### config.mk
export PLATFORM = sky130hd
export DESIGN_NAME = uart_imem_boot_loader_flat
export DESIGN_NICKNAME = d
export VERILOG_FILES = /design/src/rtl/uart_imem_boot_loader_pkg.sv /design/src/rtl/uart_imem_boot_loader_if.sv /design/src/rtl/uart_imem_boot_loader_word_packer.sv /design/src/rtl/uart_imem_boot_loader.sv /design/src/flat_wrapper.sv
export SDC_FILE = /design/constraint.sdc
export NUM_CORES = 1
export LEC_CHECK = 0
export ABC_AREA = 1
export CAP_MARGIN = 25
export CORE_MARGIN = 4
export CORE_UTILIZATION = 50
export CTS_BUF_LIST = sky130_fd_sc_hd__clkbuf_2 sky130_fd_sc_hd__clkbuf_4 sky130_fd_sc_hd__clkbuf_8
export DETAILED_ROUTE_END_ITERATION = 10
export PLACE_DENSITY = 0.81
export SLEW_MARGIN = 40
export SYNTH_ARGS = -nofsm -noshare
export SYNTH_HDL_FRONTEND = slang
export SYNTH_SLANG_ARGS = --single-unit
export TNS_END_PERCENT = 10
### constraint.sdc
create_clock -name clk -period 5.2 [get_ports clk]
set_input_delay 0.78 -clock clk [delete_from_list [all_inputs] [get_ports clk]]
set_output_delay 0.78 -clock clk [all_outputs]
set_load 0.03 [all_outputs]
### src/rtl/uart_imem_boot_loader_pkg.sv
// Shared types and defaults for the UART instruction-memory boot loader.
package uart_imem_boot_loader_pkg;

  typedef enum logic [2:0] {
    S_IDLE   = 3'd0,
    S_CNT_LO = 3'd1,
    S_CNT_HI = 3'd2,
    S_DATA   = 3'd3,
    S_CSUM   = 3'd4,
    S_REPLY  = 3'd5,
    S_DONE   = 3'd6
  } state_t;

  localparam logic [7:0] SYNC_BYTE_DEF = 8'hA5;
  localparam logic [7:0] ACK_BYTE_DEF  = 8'h06;
  localparam logic [7:0] NAK_BYTE_DEF  = 8'h15;

  // A count of exactly 2**addr_w words fills imem completely and is still legal.
  function automatic logic count_too_big(input logic [15:0] count, input int addr_w);
    return ({1'b0, count} > (17'd1 << addr_w));
  endfunction

endpackage

### src/rtl/uart_imem_boot_loader_if.sv
// UART byte stream, imem write port and boot status bundled as one port.
interface uart_imem_boot_loader_if #(
  parameter int ADDR_W = 10
);
  logic              rx_valid;
  logic [7:0]        rx_data;
  logic              tx_ready;
  logic              tx_valid;
  logic [7:0]        tx_data;
  logic              imem_we;
  logic [ADDR_W-1:0] imem_addr;
  logic [31:0]       imem_wdata;
  logic              core_hold;
  logic              boot_done;
  logic              boot_error;

  // loader side
  modport master (
    input  rx_valid, rx_data, tx_ready,
    output tx_valid, tx_data, imem_we, imem_addr, imem_wdata,
           core_hold, boot_done, boot_error
  );

  // UART / memory / core side
  modport slave (
    output rx_valid, rx_data, tx_ready,
    input  tx_valid, tx_data, imem_we, imem_addr, imem_wdata,
           core_hold, boot_done, boot_error
  );
endinterface

### src/rtl/uart_imem_boot_loader_word_packer.sv
// Packs four consecutive bytes LSB-first into a 32-bit word.
// word/word_ready are valid in the same cycle as the 4th byte so the
// caller can register the imem write one cycle after that byte.
module uart_imem_boot_loader_word_packer (
  input  logic        clk,
  input  logic        reset,
  input  logic        clear,
  input  logic        byte_valid,
  input  logic [7:0]  byte_data,
  output logic [31:0] word,
  output logic        word_ready
);

  logic [1:0]  byte_cnt;
  logic [23:0] sreg;

  assign word_ready = byte_valid && (byte_cnt == 2'd3);
  assign word       = {byte_data, sreg};

  // Shift bytes in from the top so the first byte ends up in bits [7:0].
  always_ff @(posedge clk or posedge reset) begin
    if (reset) begin
      byte_cnt <= 2'd0;
      sreg     <= 24'd0;
    end else if (clear) begin
      byte_cnt <= 2'd0;
      sreg     <= 24'd0;
    end else if (byte_valid) begin
      byte_cnt <= byte_cnt + 2'd1;
      sreg     <= {byte_data, sreg[23:8]};
    end
  end

endmodule

### src/rtl/uart_imem_boot_loader.sv
// Boot loader: receives SYNC, 16-bit word count, data words and an XOR
// checksum over UART, writes the words to imem, replies ACK/NAK and
// releases the core only after a verified image.
//
// state    | meaning
// ---------+----------------------------------------------
// IDLE     | waiting for the sync byte
// CNT_LO   | expecting count[7:0]
// CNT_HI   | expecting count[15:8], range-checked here
// DATA     | packing data bytes, one imem write per word
// CSUM     | expecting checksum byte
// REPLY    | holding ACK/NAK on tx until accepted
// DONE     | image verified, core released, rx ignored
module uart_imem_boot_loader
  import uart_imem_boot_loader_pkg::*;
#(
  parameter int         ADDR_W      = 10,
  parameter int         TIMEOUT_CYC = 100000,
  parameter logic [7:0] SYNC_BYTE   = SYNC_BYTE_DEF,
  parameter logic [7:0] ACK_BYTE    = ACK_BYTE_DEF,
  parameter logic [7:0] NAK_BYTE    = NAK_BYTE_DEF
) (
  input  logic                     clk,
  input  logic                     reset,
  uart_imem_boot_loader_if.master  bus
);

  localparam int              TO_W    = $clog2(TIMEOUT_CYC + 1);
  localparam logic [TO_W-1:0] TO_LAST = TO_W'(TIMEOUT_CYC - 1);
  localparam logic [TO_W-1:0] TO_MAX  = TO_W'(TIMEOUT_CYC);

  state_t            state;
  logic [7:0]        count_lo;
  logic [15:0]       count_rx;
  logic [15:0]       words_left;
  logic [ADDR_W-1:0] wr_addr;
  logic [7:0]        csum;
  logic              reply_ok;
  logic [TO_W-1:0]   to_cnt;
  logic              in_frame;
  logic              timed_out;
  logic [31:0]       word;
  logic              word_ready;

  assign in_frame  = state inside {S_CNT_LO, S_CNT_HI, S_DATA, S_CSUM};
  // A byte arriving on the would-be timeout cycle keeps the frame alive.
  assign timed_out = in_frame && !bus.rx_valid && (to_cnt >= TO_LAST);
  assign count_rx  = {bus.rx_data, count_lo};

  uart_imem_boot_loader_word_packer u_packer (
    .clk        (clk),
    .reset      (reset),
    .clear      (state != S_DATA),
    .byte_valid (bus.rx_valid && (state == S_DATA)),
    .byte_data  (bus.rx_data),
    .word       (word),
    .word_ready (word_ready)
  );

  // Inter-byte idle counter, only live while a frame is in progress; saturates.
  always_ff @(posedge clk or posedge reset) begin
    if (reset) begin
      to_cnt <= '0;
    end else if (!in_frame || bus.rx_valid) begin
      to_cnt <= '0;
    end else if (to_cnt != TO_MAX) begin
      to_cnt <= to_cnt + TO_W'(1);
    end
  end

  // Frame FSM with registered tx, imem and status outputs.
  always_ff @(posedge clk or posedge reset) begin
    if (reset) begin
      state          <= S_IDLE;
      count_lo       <= 8'd0;
      words_left     <= 16'd0;
      wr_addr        <= '0;
      csum           <= 8'd0;
      reply_ok       <= 1'b0;
      bus.tx_valid   <= 1'b0;
      bus.tx_data    <= 8'd0;
      bus.imem_we    <= 1'b0;
      bus.imem_addr  <= '0;
      bus.imem_wdata <= 32'd0;
      bus.core_hold  <= 1'b1;
      bus.boot_done  <= 1'b0;
      bus.boot_error <= 1'b0;
    end else begin
      bus.imem_we    <= 1'b0;
      bus.boot_error <= 1'b0;
      if (timed_out) begin
        state        <= S_REPLY;
        reply_ok     <= 1'b0;
        bus.tx_valid <= 1'b1;
        bus.tx_data  <= NAK_BYTE;
      end else begin
        case (state)
          S_IDLE: begin
            if (bus.rx_valid && (bus.rx_data == SYNC_BYTE)) state <= S_CNT_LO;
          end
          S_CNT_LO: begin
            if (bus.rx_valid) begin
              count_lo <= bus.rx_data;
              state    <= S_CNT_HI;
            end
          end
          S_CNT_HI: begin
            if (bus.rx_valid) begin
              words_left <= count_rx;
              wr_addr    <= '0;
              csum       <= 8'd0;
              if (count_too_big(count_rx, ADDR_W)) begin
                state        <= S_REPLY;
                reply_ok     <= 1'b0;
                bus.tx_valid <= 1'b1;
                bus.tx_data  <= NAK_BYTE;
              end else if (count_rx == 16'd0) begin
                state <= S_CSUM;
              end else begin
                state <= S_DATA;
              end
            end
          end
          S_DATA: begin
            if (bus.rx_valid) begin
              csum <= csum ^ bus.rx_data;
              if (word_ready) begin
                bus.imem_we    <= 1'b1;
                bus.imem_addr  <= wr_addr;
                bus.imem_wdata <= word;
                wr_addr        <= wr_addr + ADDR_W'(1);
                words_left     <= words_left - 16'd1;
                if (words_left == 16'd1) state <= S_CSUM;
              end
            end
          end
          S_CSUM: begin
            if (bus.rx_valid) begin
              state        <= S_REPLY;
              reply_ok     <= (bus.rx_data == csum);
              bus.tx_valid <= 1'b1;
              bus.tx_data  <= (bus.rx_data == csum) ? ACK_BYTE : NAK_BYTE;
            end
          end
          S_REPLY: begin
            if (bus.tx_ready) begin
              bus.tx_valid <= 1'b0;
              if (reply_ok) begin
                state         <= S_DONE;
                bus.core_hold <= 1'b0;
                bus.boot_done <= 1'b1;
              end else begin
                state          <= S_IDLE;
                bus.boot_error <= 1'b1;
              end
            end
          end
          S_DONE: begin
          end
          default: state <= S_IDLE;
        endcase
      end
    end
  end

endmodule

### src/flat_wrapper.sv
// flat-port wrapper written by rule: the top's interface ports become plain ports
module uart_imem_boot_loader_flat import uart_imem_boot_loader_pkg::*;
#(
  parameter int         ADDR_W      = 10,
  parameter int         TIMEOUT_CYC = 100000,
  parameter logic [7:0] SYNC_BYTE   = SYNC_BYTE_DEF,
  parameter logic [7:0] ACK_BYTE    = ACK_BYTE_DEF,
  parameter logic [7:0] NAK_BYTE    = NAK_BYTE_DEF
)
  (clk, reset, bus_rx_valid, bus_rx_data, bus_tx_ready, bus_tx_valid, bus_tx_data, bus_imem_we, bus_imem_addr, bus_imem_wdata, bus_core_hold, bus_boot_done, bus_boot_error);
  uart_imem_boot_loader_if #(.ADDR_W(ADDR_W)) bus_i ();
  input  logic clk;
  input  logic reset;
  input wire logic [$bits(bus_i.rx_valid)-1:0] bus_rx_valid;
  input wire logic [$bits(bus_i.rx_data)-1:0] bus_rx_data;
  input wire logic [$bits(bus_i.tx_ready)-1:0] bus_tx_ready;
  output wire logic [$bits(bus_i.tx_valid)-1:0] bus_tx_valid;
  output wire logic [$bits(bus_i.tx_data)-1:0] bus_tx_data;
  output wire logic [$bits(bus_i.imem_we)-1:0] bus_imem_we;
  output wire logic [$bits(bus_i.imem_addr)-1:0] bus_imem_addr;
  output wire logic [$bits(bus_i.imem_wdata)-1:0] bus_imem_wdata;
  output wire logic [$bits(bus_i.core_hold)-1:0] bus_core_hold;
  output wire logic [$bits(bus_i.boot_done)-1:0] bus_boot_done;
  output wire logic [$bits(bus_i.boot_error)-1:0] bus_boot_error;
  assign bus_i.rx_valid = bus_rx_valid;
  assign bus_i.rx_data = bus_rx_data;
  assign bus_i.tx_ready = bus_tx_ready;
  assign bus_tx_valid = bus_i.tx_valid;
  assign bus_tx_data = bus_i.tx_data;
  assign bus_imem_we = bus_i.imem_we;
  assign bus_imem_addr = bus_i.imem_addr;
  assign bus_imem_wdata = bus_i.imem_wdata;
  assign bus_core_hold = bus_i.core_hold;
  assign bus_boot_done = bus_i.boot_done;
  assign bus_boot_error = bus_i.boot_error;
  uart_imem_boot_loader #(.ADDR_W(ADDR_W), .TIMEOUT_CYC(TIMEOUT_CYC), .SYNC_BYTE(SYNC_BYTE), .ACK_BYTE(ACK_BYTE), .NAK_BYTE(NAK_BYTE)) u_core (.clk(clk), .reset(reset), .bus(bus_i));
endmodule
# Yosys cells after proc, flatten, opt, wreduce, memory -nomap -nowiden
# Index checks and enable logic that the tools add are counted.
# word_totals
ff_bits	144
input_bits	12
out_inout_bits	55
word_cells	129
# classes
add_sub_neg	4
magnitude_cmp	2
n_eq_ne	25
mux	55
n_bitwise	2
n_reduce_logical	24
# op_table
op	n
$mux W16	3
$mux W24	2
$mux W8	6
$mux W3	12
$mux W17	2
$pmux W16 S2	1
$pmux W8 S2	2
$mux W10	3
$ne A3 B2 Y1 const B	9
$pmux W3 S7	1
$pmux W10 S2	1
$add A17 B1 Y17 const B	1
$ge A17 B17 Y1 const B	1
$mux W1	17
$ne A17 B17 Y1 const B	1
$eq A16 B1 Y1 const B	1
$gt A16 B11 Y1 const B	1
$logic_not A16 Y1	1
$reduce_and A4 Y1	4
$sub A16 B1 Y16 const B	1
$add A10 B1 Y10 const B	1
$reduce_and A5 Y1	2
$eq A3 B3 Y1 const B	3
$reduce_and A9 Y1	1
other kinds (23)	35

# Depth between registers and ports, before layout
# Gate-level depths: netlist of run 1.
# depth
ltp_word	7
mapped_depth	12
depth_no_buf	12

# Hierarchy
# A second synthesis of run 1 with hierarchy kept.
# hier_totals
hier_cells	836
hier_area_um2	6737.7
# modules_own_cells
mod	instances	cells_each	area_each_um2	seq_area_each_um2
uart_imem_boot_loader	1	710	5605.4	2803.9
uart_imem_boot_loader_word_packer	1	126	1132.3	650.6

# Least setup slack after synthesis of run 1
# Ideal clock, no wire load.
# synth_timing
path_kind	in2reg
from	input port bus_rx_data[4]
to	register u_core.bus.tx_data[2]
setup_time_ns	0.124
t_arrival_ns	1.734
required_time_ns	5.076
path_slack_ns	3.342
path_stages	7
path_buffers	0
path_cell_list	inv_1 > nand3_1 > o21ai_0 > nand3_1 > nand2_2 > inv_2 > or2_1
# synth_via
elab_chain_len	3
# synth_lines
item	line_no	text
from (decl)	flat_wrapper.sv:15	input wire logic [$bits(bus_i.rx_data)-1:0] bus_rx_data;
$gt A16 B11 Y1	uart_imem_boot_loader_pkg.sv:20	return ({1'b0, count} > (17'd1 << addr_w));
$ne A3 B2 Y1 (no line)	--	
$reduce_and A4 Y1 (no line)	--	
to (signal assigned)	uart_imem_boot_loader.sv:142	bus.tx_data <= (bus.rx_data == csum) ? ACK_BYTE : NAK_BYTE;
to (decl)	uart_imem_boot_loader_if.sv:20	output tx_valid, tx_data, imem_we, imem_addr, imem_wdata,
# No other way between the ends.
# A chain may end at the register's enable or synchronous reset.

# Final worst setup path of run 1
# layout_timing
from	input port bus_rx_valid
to	register u_core.bus.imem_wdata[20]
# layout_via
elab_chain_len	5
# layout_lines
item	line_no	text
from (decl)	flat_wrapper.sv:14	input wire logic [$bits(bus_i.rx_valid)-1:0] bus_rx_valid;
$logic_not A1 Y1	uart_imem_boot_loader.sv:47	assign timed_out = in_frame && !bus.rx_valid && (to_cnt >= TO_LAST);
$logic_and A1 B1 Y1 (2 in a row)	uart_imem_boot_loader.sv:47	
$not A1 Y1 (no line)	--	
$reduce_and A4 Y1 (no line) (*)	--	
to (signal assigned)	uart_imem_boot_loader.sv:130	bus.imem_wdata <= word;
to (decl)	uart_imem_boot_loader_if.sv:20	
# Mark *: on every way between the ends. The rest lies on a longest branch, timed or not.

==> results of run 1 <==
==> cells in the final DEF (no fill, tap or decap), types with 6 or more instances in the layout <==
master / netlist / final
nand2_1: 153 / 153
dfrtp_1: 137 / 137
inv_1: 106 / 105
o21ai_0: 77 / 77
clkdlybuf4s50_1: 0 / 62
nor2_1: 54 / 54
o21ai_1: 31 / 31
a21oi_1: 30 / 30
o22ai_1: 26 / 26
nand3_1: 25 / 25
clkbuf_8: 0 / 17
nor3_1: 16 / 16
xor2_1: 10 / 10
inv_2: 9 / 9
nor2_2: 7 / 7
nand4_1: 7 / 7
inv_6: 0 / 7
ha_1: 6 / 6
==> logic make-up (layout without fill, tap and decap cells) <==
group / after synthesis / after routing / synth area share
other: 1 / 4 / 0.000573
and+or+nand+nor: 282 / 282 / 0.191
buffers and inverters: 149 / 212 / 0.0950
AOI/OAI and AO/OA: 183 / 183 / 0.155
adders and majority gates: 6 / 6 / 0.0115
DFF: 138 / 138 / 0.528
xor gates and xnor gates: 14 / 14 / 0.0187
==> metrics by stage <==
stage / setup WS (ns) / instances / area (um2) / utilization / hold slack (ns)
final: 2.22 / 1011 / 7610 / 0.598 / 0.448
after detailed placement: 1.82 / 979 / 7230 / 0.568 / 0.439
after global placement: 1.84 / 979 / 7230 / 0.568 / 0.433
after floorplan: 0.725 / 776 / 6550 / - / 0.446
after global routing: 1.98 / 1011 / 7610 / 0.598 / 0.462
after CTS: 2.29 / 1011 / 7600 / 0.598 / 0.451
==> worst max path at each step <==
| stage | startpoint | to | slack [ns] | cells past startpoint |
|---|---|---|---|---|
| after floorplan | reset | u_core.bus.boot_done$_DFFE_PP0P_ | 0.73 | 1 |
| after global placement | bus_rx_valid | u_core.bus.imem_wdata[21]$_DFFE_PP0P_ | 1.84 | 6 |
| after detailed placement | bus_rx_valid | u_core.bus.imem_wdata[22]$_DFFE_PP0P_ | 1.82 | 6 |
| after CTS | bus_rx_valid | u_core.bus.imem_wdata[20]$_DFFE_PP0P_ | 2.29 | 6 |
| after global routing | bus_rx_valid | u_core.bus.imem_wdata[20]$_DFFE_PP0P_ | 1.98 | 7 |
| final | bus_rx_valid | u_core.bus.imem_wdata[20]$_DFFE_PP0P_ | 2.22 | 6 |
==> sequential cells by signal (all words and copies together), names as in the netlist <==
signal / count
u_core.u_packer.sreg: 24
u_core.bus.core_hold: 1
u_core.words_left: 16
u_core.bus.imem_wdata: 32
u_core.bus.boot_error: 1
u_core.bus.imem_addr: 10
u_core.to_cnt: 17
u_core.state: 3
u_core.u_packer.byte_cnt: 2
u_core.count_lo: 8
u_core.bus.imem_we: 1
u_core.bus.tx_valid: 1
u_core.bus.tx_data: 3
u_core.csum: 8
u_core.bus.boot_done: 1
u_core.wr_addr: 10
==> worst max-delay path: stages <==
cell	delay, ns
clkdlybuf4s50_1	0.67
nand2_2	0.61
nor2_4	0.09
inv_2	0.58
buf_4	0.41
o21ai_0	0.13
==> area by class of cell <==
type	instances	area share
Inverter	116	0.0592
Multi-Input combinational cell	489	0.326
Clock inverter	14	0.0176
Clock buffer	18	0.0317
Tap cell	172	0.0283
Sequential cell	138	0.454
Timing Repair Buffer	64	0.0835
==> per-layer routing <==
| metal | share of wire | up-vias | wire length, um |
|---|---|---|---|
| met5 | 0 | - | 0 |
| met4 | 0.017 | 0 | 246 |
| met3 | 0.044 | 19 | 625 |
| met2 | 0.48 | 128 | 6780 |
| met1 | 0.46 | 2479 | 6560 |
| li1 | - | 2623 | - |
==> power by group through the flow <==
stage	clock network, mW	registers (mW)	logic (mW)
after CTS	0.856	1.36	0.810
after floorplan	0	1.36	0.642
after global routing	0.904	1.38	0.928
after global placement	0	1.37	0.789
final	0.844	1.36	0.812
after detailed placement	0	1.38	0.804
==> flow_summary.ini, run 1 <==
[outcome]
run_status = complete, no violations

[sta]
worst_slew_margin_rel = 0.495
fin_worst_skew_ns = 0.0130
fin_tns_setup_ns = 0
worst_pin_slew_ns = 0.757
finalHoldViolations = 0
grt_setup_unrepaired = false
fin_crit_sh = 0.573
setup_viol = 0
finalCriticalPeriod_ns = 2.98
max_freq_mhz = 336
slew_viol_final = 0

[global_route]
antenna_found_initial = 0
gr-total-overflow = 0
grt_use_total = 0.200
grt_first_pass_wirelength_um = 23700
pin_count_of_the_biggest_net_entering_global_routing = 118
met2_usage = 0.311
first_global_vias = 4904
groute.layer.met3.usage = 0.0396
groute.layer.met1.usage = 0.281
grt_busiest_layer = met2

[yosys]
synth.top_cells.by_area = dfrtp_1 52%, nand2_1 8.8%, inv_1 6.1%
ys_ff_latch = 138
synth-main-ff-cell = dfrtp_1
synthDominantAreaCellType = dfrtp_1
synth_common_cells = 153 x nand2_1, 137 x dfrtp_1, 106 x inv_1
dominant_cell_by_count_in_the_synthesized_netlist = nand2_1
synth_warnings = 0
synth_top_cell_area_share = 0.524
count_of_flip_flops_with_a_built_in_enable_after_synthesis = 0
yosysUniqueCellTypes = 47
synth_area_per_cell_um2 = 8.46
postSynthCellCount = 773
share_of_synthesized_area_occupied_by_flip_flops_and_latches = 0.528
ys_async_sr_fraction = 1.00
mappedNetlistArea_um2 = 6540

[power_and_ir_drop]
total_switching_power_mw = 1.13
total_leakage_power_nw = 3.47
max-vdd-ir-drop_mv = 0.215
p_sw_frac = 0.373
share_comb_of_total_power = 0.269
p_total_mw = 3.02
power.density_nw_per_um2 = 396
cellInternalPower_mw = 1.89
sequentialPowerShare = 0.451
portion_of_total_power_attributed_to_the_clock_network = 0.280

[drt]
post-route-drc-count = 0
drt-pass1-iter-count = 6
totalWireLength_um = 14200
routed_wire_length_per_instance_um = 14.1
drt-initial-drc-count = 419
routed-via-count = 5249
route.detailed.vias_per_inst = 5.19
drtAntennaViolNets = 0

[worst_setup_path]
worst_r2r_endpoint = u_core.bus.imem_wdata[20]$_DFFE_PP0P_
worstPathMaxFanout = 53
wp_data_arrival_ns = 3.31
timing.critical_path.from_type = input pin
regToRegStartpoint = u_core.state[2]$_DFFE_PP0P_
cp.required_ns = 5.53
criticalPathCategory = in2reg
rrSetupSlack_ns = 2.41
timing.critical_path.to_type = flop
r2r.worst_path.cells = 9

[place]
globalplace.congestion = 0.832
dpl.hpwl_um = 9530
portBuffers = 62

[layout]
fin_nets = 844
area_taken_by_multi_input_logic_gates_um2 = 2480
layout.area.seq_um2 = 3450
syn_to_final_growth_pct = 16.3
layout-drive-gt1-share = 0.0822
fillCellCount = 1136
n_antenna_cell = 0

[clocking]
cts-hold-fix-buffers = 0
clock_latency_ns = 0.46
clk_transition_reported_paths_ns = 0.09
post-cts-setup-buffers = 0
cts_tree = yes
number_of_clock_sinks = 138
cts-root-buf = clkbuf_8
cts-buffers-inserted = 17
clock_tree.htree_level_count = 4
clk_path_buf_depth = 2
cts-resized-gates = 0

[hold_path]
min_delay_path_depth = 2
worstHoldStart = u_core.bus.core_hold$_DFFE_PP1P_
hp-class = reg2reg
hold-path-endpoint = u_core.bus.core_hold$_DFFE_PP1P_

[run]
total_of_max_cap_violations = 0

[die]
die_w_um = 122
initial_core_util = 0.514
num_rows = 41
io_pins = 67
die-area_um2 = 15000
fp.dieH_um = 122
core_area_um2 = 12700
Note: power is estimated with default switching activity, not from simulation.
==> run 2: changes to the inputs <==
==> constraint.sdc (replaced) <==
create_clock -name clk -period 2.8 [get_ports clk]
set_input_delay 0.42 -clock clk [delete_from_list [all_inputs] [get_ports clk]]
set_output_delay 0.42 -clock clk [all_outputs]
set_load 0.03 [all_outputs]
==> flow_summary.ini, run 2 (synthesis gave the netlist of run 1 again) <==
[die]
num_rows = 41
die-area_um2 = 15000
core_area_um2 = 12700
io_pins = 67
fp.dieH_um = 122
initial_core_util = 0.514
die_w_um = 122

[place]
portBuffers = 62
globalplace.congestion = 0.828
dpl.hpwl_um = 10100

[sta]
fin_crit_sh = 0.764
finalHoldViolations = 0
grt_setup_unrepaired = false
hold_slack_ns = 0.322
max_freq_mhz = 468
finalCriticalPeriod_ns = 2.14
setup_viol = 0
slew_viol_final = 0
fin_worst_skew_ns = 0.0108
fin_tns_setup_ns = 0

[hold_path]
hp-class = in2async

[worst_setup_path]
wp_data_arrival_ns = 2.45
timing.critical_path.to_type = flop
timing.critical_path.from_type = flop
worstPathMaxFanout = 30
cp.required_ns = 3.11
criticalPathCategory = reg2reg

[global_route]
gr-total-overflow = 0
grt_first_pass_wirelength_um = 24500
pin_count_of_the_biggest_net_entering_global_routing = 61
grt_use_total = 0.205
first_global_vias = 5130
antenna_found_initial = 0

[power_and_ir_drop]
sequentialPowerShare = 0.451
share_comb_of_total_power = 0.274
total_leakage_power_nw = 3.50
cellInternalPower_mw = 3.59
portion_of_total_power_attributed_to_the_clock_network = 0.276
p_sw_frac = 0.362
total_switching_power_mw = 2.03
power.density_nw_per_um2 = 730
max-vdd-ir-drop_mv = 0.475

[clocking]
number_of_clock_sinks = 138
post-cts-setup-buffers = 0
clk_transition_reported_paths_ns = 0.07
clock_latency_ns = 0.45
clk_path_buf_depth = 2
cts_tree = yes
cts-resized-gates = 0
cts-hold-fix-buffers = 0
clock_tree.htree_level_count = 4
cts-buffers-inserted = 17
cts-root-buf = clkbuf_8

[layout]
layout-drive-gt1-share = 0.0888
fin_nets = 851
biggestRegsByFlops = u_core.bus.imem_wdata: 32 flops, u_core.u_packer.sreg: 24 flops, u_core.to_cnt: 17 flops
fillCellCount = 1108
syn_to_final_growth_pct = 17.6
layout.area.seq_um2 = 3450
area_taken_by_multi_input_logic_gates_um2 = 2480
mostFrequentLayoutCells = 153 x nand2_1, 137 x dfrtp_1, 105 x inv_1, 77 x o21ai_0, 62 x clkdlybuf4s50_1
final_common_cell = nand2_1
regMostFlops = u_core.bus.imem_wdata
number_of_flip_flops_under_the_largest_register_name = 32
n_antenna_cell = 0

[drt]
route.detailed.vias_per_inst = 5.20
routed_wire_length_per_instance_um = 14.1
drtAntennaViolNets = 0
drt-pass1-iter-count = 5
totalWireLength_um = 14400
routed-via-count = 5287
drt-initial-drc-count = 337
post-route-drc-count = 0

[run]
total_of_max_cap_violations = 0

[outcome]
run_status = complete, no violations
==> run 2: cell count changes in the layout (fill, tap and decap cells not counted) <==
cell and delta:
clkbuf_8 +3, clkbuf_4 +1, buf_4 +4, clkinv_2 -1, clkinv_8 -1, inv_6 -6, clkinvlp_4 +3, buf_12 +3
==> run 2: worst paths after layout <==
path,from,to,slack (ns),cells after the start
worst max-delay path,u_core.state[2]$_DFFE_PP0P_,u_core.bus.imem_wdata[22]$_DFFE_PP0P_,0.66,9
worst min-delay path,reset,u_core.to_cnt[12]$_DFFE_PP0P_,0.32,2
worst max register to register,u_core.state[2]$_DFFE_PP0P_,u_core.bus.imem_wdata[22]$_DFFE_PP0P_,0.66,9
worst min register to register,u_core.bus.core_hold$_DFFE_PP1P_,u_core.bus.core_hold$_DFFE_PP1P_,0.44,2
max in group asynchronous,reset,u_core.bus.imem_wdata[3]$_DFFE_PP0P_,1.85,3
min in group clk,u_core.bus.core_hold$_DFFE_PP1P_,u_core.bus.core_hold$_DFFE_PP1P_,0.44,2
==> run 2: worst max-delay path, stage by stage, from the launching register on <==
cell and delay, ns:
dfrtp_1 0.48, inv_4 0.12, nand2_4 0.12, nor2_8 0.26, nand2_2 0.11, nor2_4 0.18
inv_2 0.21, buf_4 0.29, nand2_1 0.10, o21ai_0 0.10
==> run 2: layout make-up <==
cell class                 count  share of cell area
clock buffer                  22              0.0377
clock inverter                 9              0.0119
inverter                     116              0.0574
multi-input combinational    489               0.322
sequential                   138               0.449
tap                          172              0.0280
timing repair buffer          71              0.0943
==> run 2: per-stage QoR <==
| stage | power, mW | utilization | cells | cell area [um2] | setup WS [ns] |
|---|---|---|---|---|---|
| 3_3_place_gp | 4.05 | 0.575 | 986 | 7310 | 0.452 |
| 2_1_floorplan | 3.72 | - | 776 | 6560 | 0.660 |
| 6_report | 5.62 | 0.605 | 1017 | 7700 | 0.661 |
| 3_5_place_dp | 4.09 | 0.575 | 986 | 7310 | 0.383 |
| 4_1_cts | 5.64 | 0.605 | 1017 | 7700 | 0.647 |
| 5_1_grt | 5.98 | 0.605 | 1017 | 7700 | 0.429 |
==> run 2: power by group through the flow <==
stage,Sequential (mW),Combinational [mW],Clock (mW)
after floorplan,2.53,1.19,0
after global placement,2.55,1.49,0
after detailed placement,2.56,1.52,0
after CTS,2.53,1.54,1.58
after global routing,2.57,1.76,1.66
final,2.53,1.54,1.55
==> run 2: routing by layer <==
layer  global-route usage  routed length (um)  part of all wire  vias up
met3               0.0516                 696             0.048       25
met2                0.320                6840              0.48      126
met1                0.281                6520              0.45     2511
met5                    0                   0                 0        -
met4               0.0721                 306             0.021        0
li1                     -                   -                 -     2625
==> run 3: changes to the inputs <==
--- a/config.mk
+++ b/config.mk
@@ -11,7 +11,7 @@
 export CORE_UTILIZATION = 50
 export CTS_BUF_LIST = sky130_fd_sc_hd__clkbuf_2 sky130_fd_sc_hd__clkbuf_4 sky130_fd_sc_hd__clkbuf_8
 export DETAILED_ROUTE_END_ITERATION = 10
-export PLACE_DENSITY = 0.81
+export PLACE_DENSITY = 0.83
 export SLEW_MARGIN = 40
 export SYNTH_ARGS = -nofsm -noshare
 export SYNTH_HDL_FRONTEND = slang
==> constraint.sdc (replaced) <==
create_clock -name clk -period 1.93 [get_ports clk]
set_input_delay 0.2895 -clock clk [delete_from_list [all_inputs] [get_ports clk]]
set_output_delay 0.2895 -clock clk [all_outputs]
set_load 0.03 [all_outputs]
==> flow_summary.ini, run 3 (synthesis gave the netlist of run 1 again) <==
[clocking]
cts_tree = yes
post-cts-setup-buffers = 0
cts-root-buf = clkbuf_8
clk_path_buf_depth = 2
clock_latency_ns = 0.45
clk_transition_reported_paths_ns = 0.08
number_of_clock_sinks = 138
cts-hold-fix-buffers = 0
clock_tree.htree_level_count = 4
cts-buffers-inserted = 17

[global_route]
gr-total-overflow = 0
first_global_vias = 5398
pin_count_of_the_biggest_net_entering_global_routing = 44
antenna_found_initial = 0
grt_use_total = 0.213
grt_first_pass_wirelength_um = 25100

[drt]
routed_wire_length_per_instance_um = 14.2
totalWireLength_um = 14900
route.detailed.vias_per_inst = 5.27
routed-via-count = 5545
drt-initial-drc-count = 344
drt-pass1-iter-count = 5
post-route-drc-count = 0
drtAntennaViolNets = 0

[die]
num_rows = 41
core_area_um2 = 12700
io_pins = 67
die-area_um2 = 15000
fp.dieH_um = 122
die_w_um = 122
initial_core_util = 0.514

[worst_setup_path]
timing.critical_path.to_type = primary output
cpLargestDelayFamily = buffers and inverters
wp_data_arrival_ns = 1.57
worstPathCellList = clkdlybuf4s50_1
timing.critical_path.slowest_stage_cell = clkdlybuf4s50_1
timing.critical_path.buf_inv = 1
worstPathMaxFanout = 4
cpPeakStageDelay_ns = 0.70
criticalPathCategory = reg2out
cp.required_ns = 1.64
timing.critical_path.from_type = flop

[sta]
setup_viol = 0
grt_setup_unrepaired = true
max_freq_mhz = 538
timing.final.ws_setup_ns = 0.0699
fin_worst_skew_ns = 0.0106
fin_crit_sh = 0.964
finalHoldViolations = 0
worst_slew_margin_rel = 0.639
worst_pin_slew_ns = 0.540
finalCriticalPeriod_ns = 1.86
slew_viol_final = 0

[place]
pre_cts_slack_ns = -0.0589
dpl.hpwl_um = 10800
place.detailed.instances = 1022
portBuffers = 62
globalplace.congestion = 0.904

[layout]
final_common_cell = nand2_1
finish.cell_count_without_fillers = 1053
fillCellCount = 1040
biggestRegsByFlops = u_core.bus.imem_wdata: 32 flops, u_core.u_packer.sreg: 24 flops, u_core.to_cnt: 17 flops
layout.area.seq_um2 = 3460
syn_to_final_growth_pct = 22.4
number_of_flip_flops_under_the_largest_register_name = 32
regMostFlops = u_core.bus.imem_wdata
area_taken_by_multi_input_logic_gates_um2 = 2490
fin_nets = 887
mostFrequentLayoutCells = 153 x nand2_1, 136 x dfrtp_1, 105 x inv_1, 77 x o21ai_0, 61 x clkdlybuf4s50_1
layout-drive-gt1-share = 0.132
n_antenna_cell = 0
final_core_util = 0.629

[run]
total_of_max_cap_violations = 0

[power_and_ir_drop]
total_leakage_power_nw = 3.69
power.density_nw_per_um2 = 1040
max-vdd-ir-drop_mv = 0.702

[outcome]
run_status = complete, no violations

[hold_path]
hp-class = in2async
## run 3: per-stage QoR
stage               power (mW)  hold slack [ns]  TNS [ns]  area, um2
floorplan                 5.40            0.443    -10.93       6560
global placement          6.06            0.434   -0.0308       7620
detailed placement        6.14            0.435    -0.194       7620
CTS                       8.35            0.229         0       7990
global route              8.87            0.268   -0.0278       8010
finish                    8.35            0.226         0       8010
## run 3: layer usage
metal | track usage | routed length [um]
met2 | 0.345 | 7270
met1 | 0.277 | 6400
met3 | 0.0429 | 875
met5 | 0 | 0
met4 | 0.0952 | 379
## run 3: where the power goes
group | internal (mW) | switching [mW] | total, mW
Combinational | 0.891 | 1.58 | 2.47
Sequential | 3.33 | 0.339 | 3.66
Clock | 1.06 | 1.16 | 2.22
## run 3: path summary, 6_finish.rpt
kind,start,to,slack (ns),cells past startpoint
worst max-delay path,u_core.bus.tx_data[1]$_DFFE_PP0P_,bus_tx_data[1],0.07,1
worst min-delay path,reset,u_core.to_cnt[10]$_DFFE_PP0P_,0.23,2
worst max register to register,u_core.words_left[0]$_DFFE_PP0P_,u_core.words_left[14]$_DFFE_PP0P_,0.12,10
worst min register to register,u_core.bus.core_hold$_DFFE_PP1P_,u_core.bus.core_hold$_DFFE_PP1P_,0.44,2
max in group asynchronous,reset,u_core.u_packer.sreg[19]$_DFFE_PP0P_,1.10,3
min in group clk,bus_tx_ready,u_core.bus.boot_error$_DFF_PP0_,0.44,3
## run 3: area by class of cell
| type | count | area share |
|---|---|---|
| Inverter | 116 | 0.0552 |
| Clock inverter | 12 | 0.0148 |
| Clock buffer | 19 | 0.0311 |
| Multi-Input combinational cell | 489 | 0.312 |
| Sequential cell | 138 | 0.432 |
| Timing Repair Buffer | 107 | 0.129 |
| Tap cell | 172 | 0.0269 |
## run 3: what timing repair did
action                                  4_1_cts  5_1_grt
gates resized for setup                       1        5
endpoints found under the hold margin         0        0
endpoints found under the setup margin        1        8
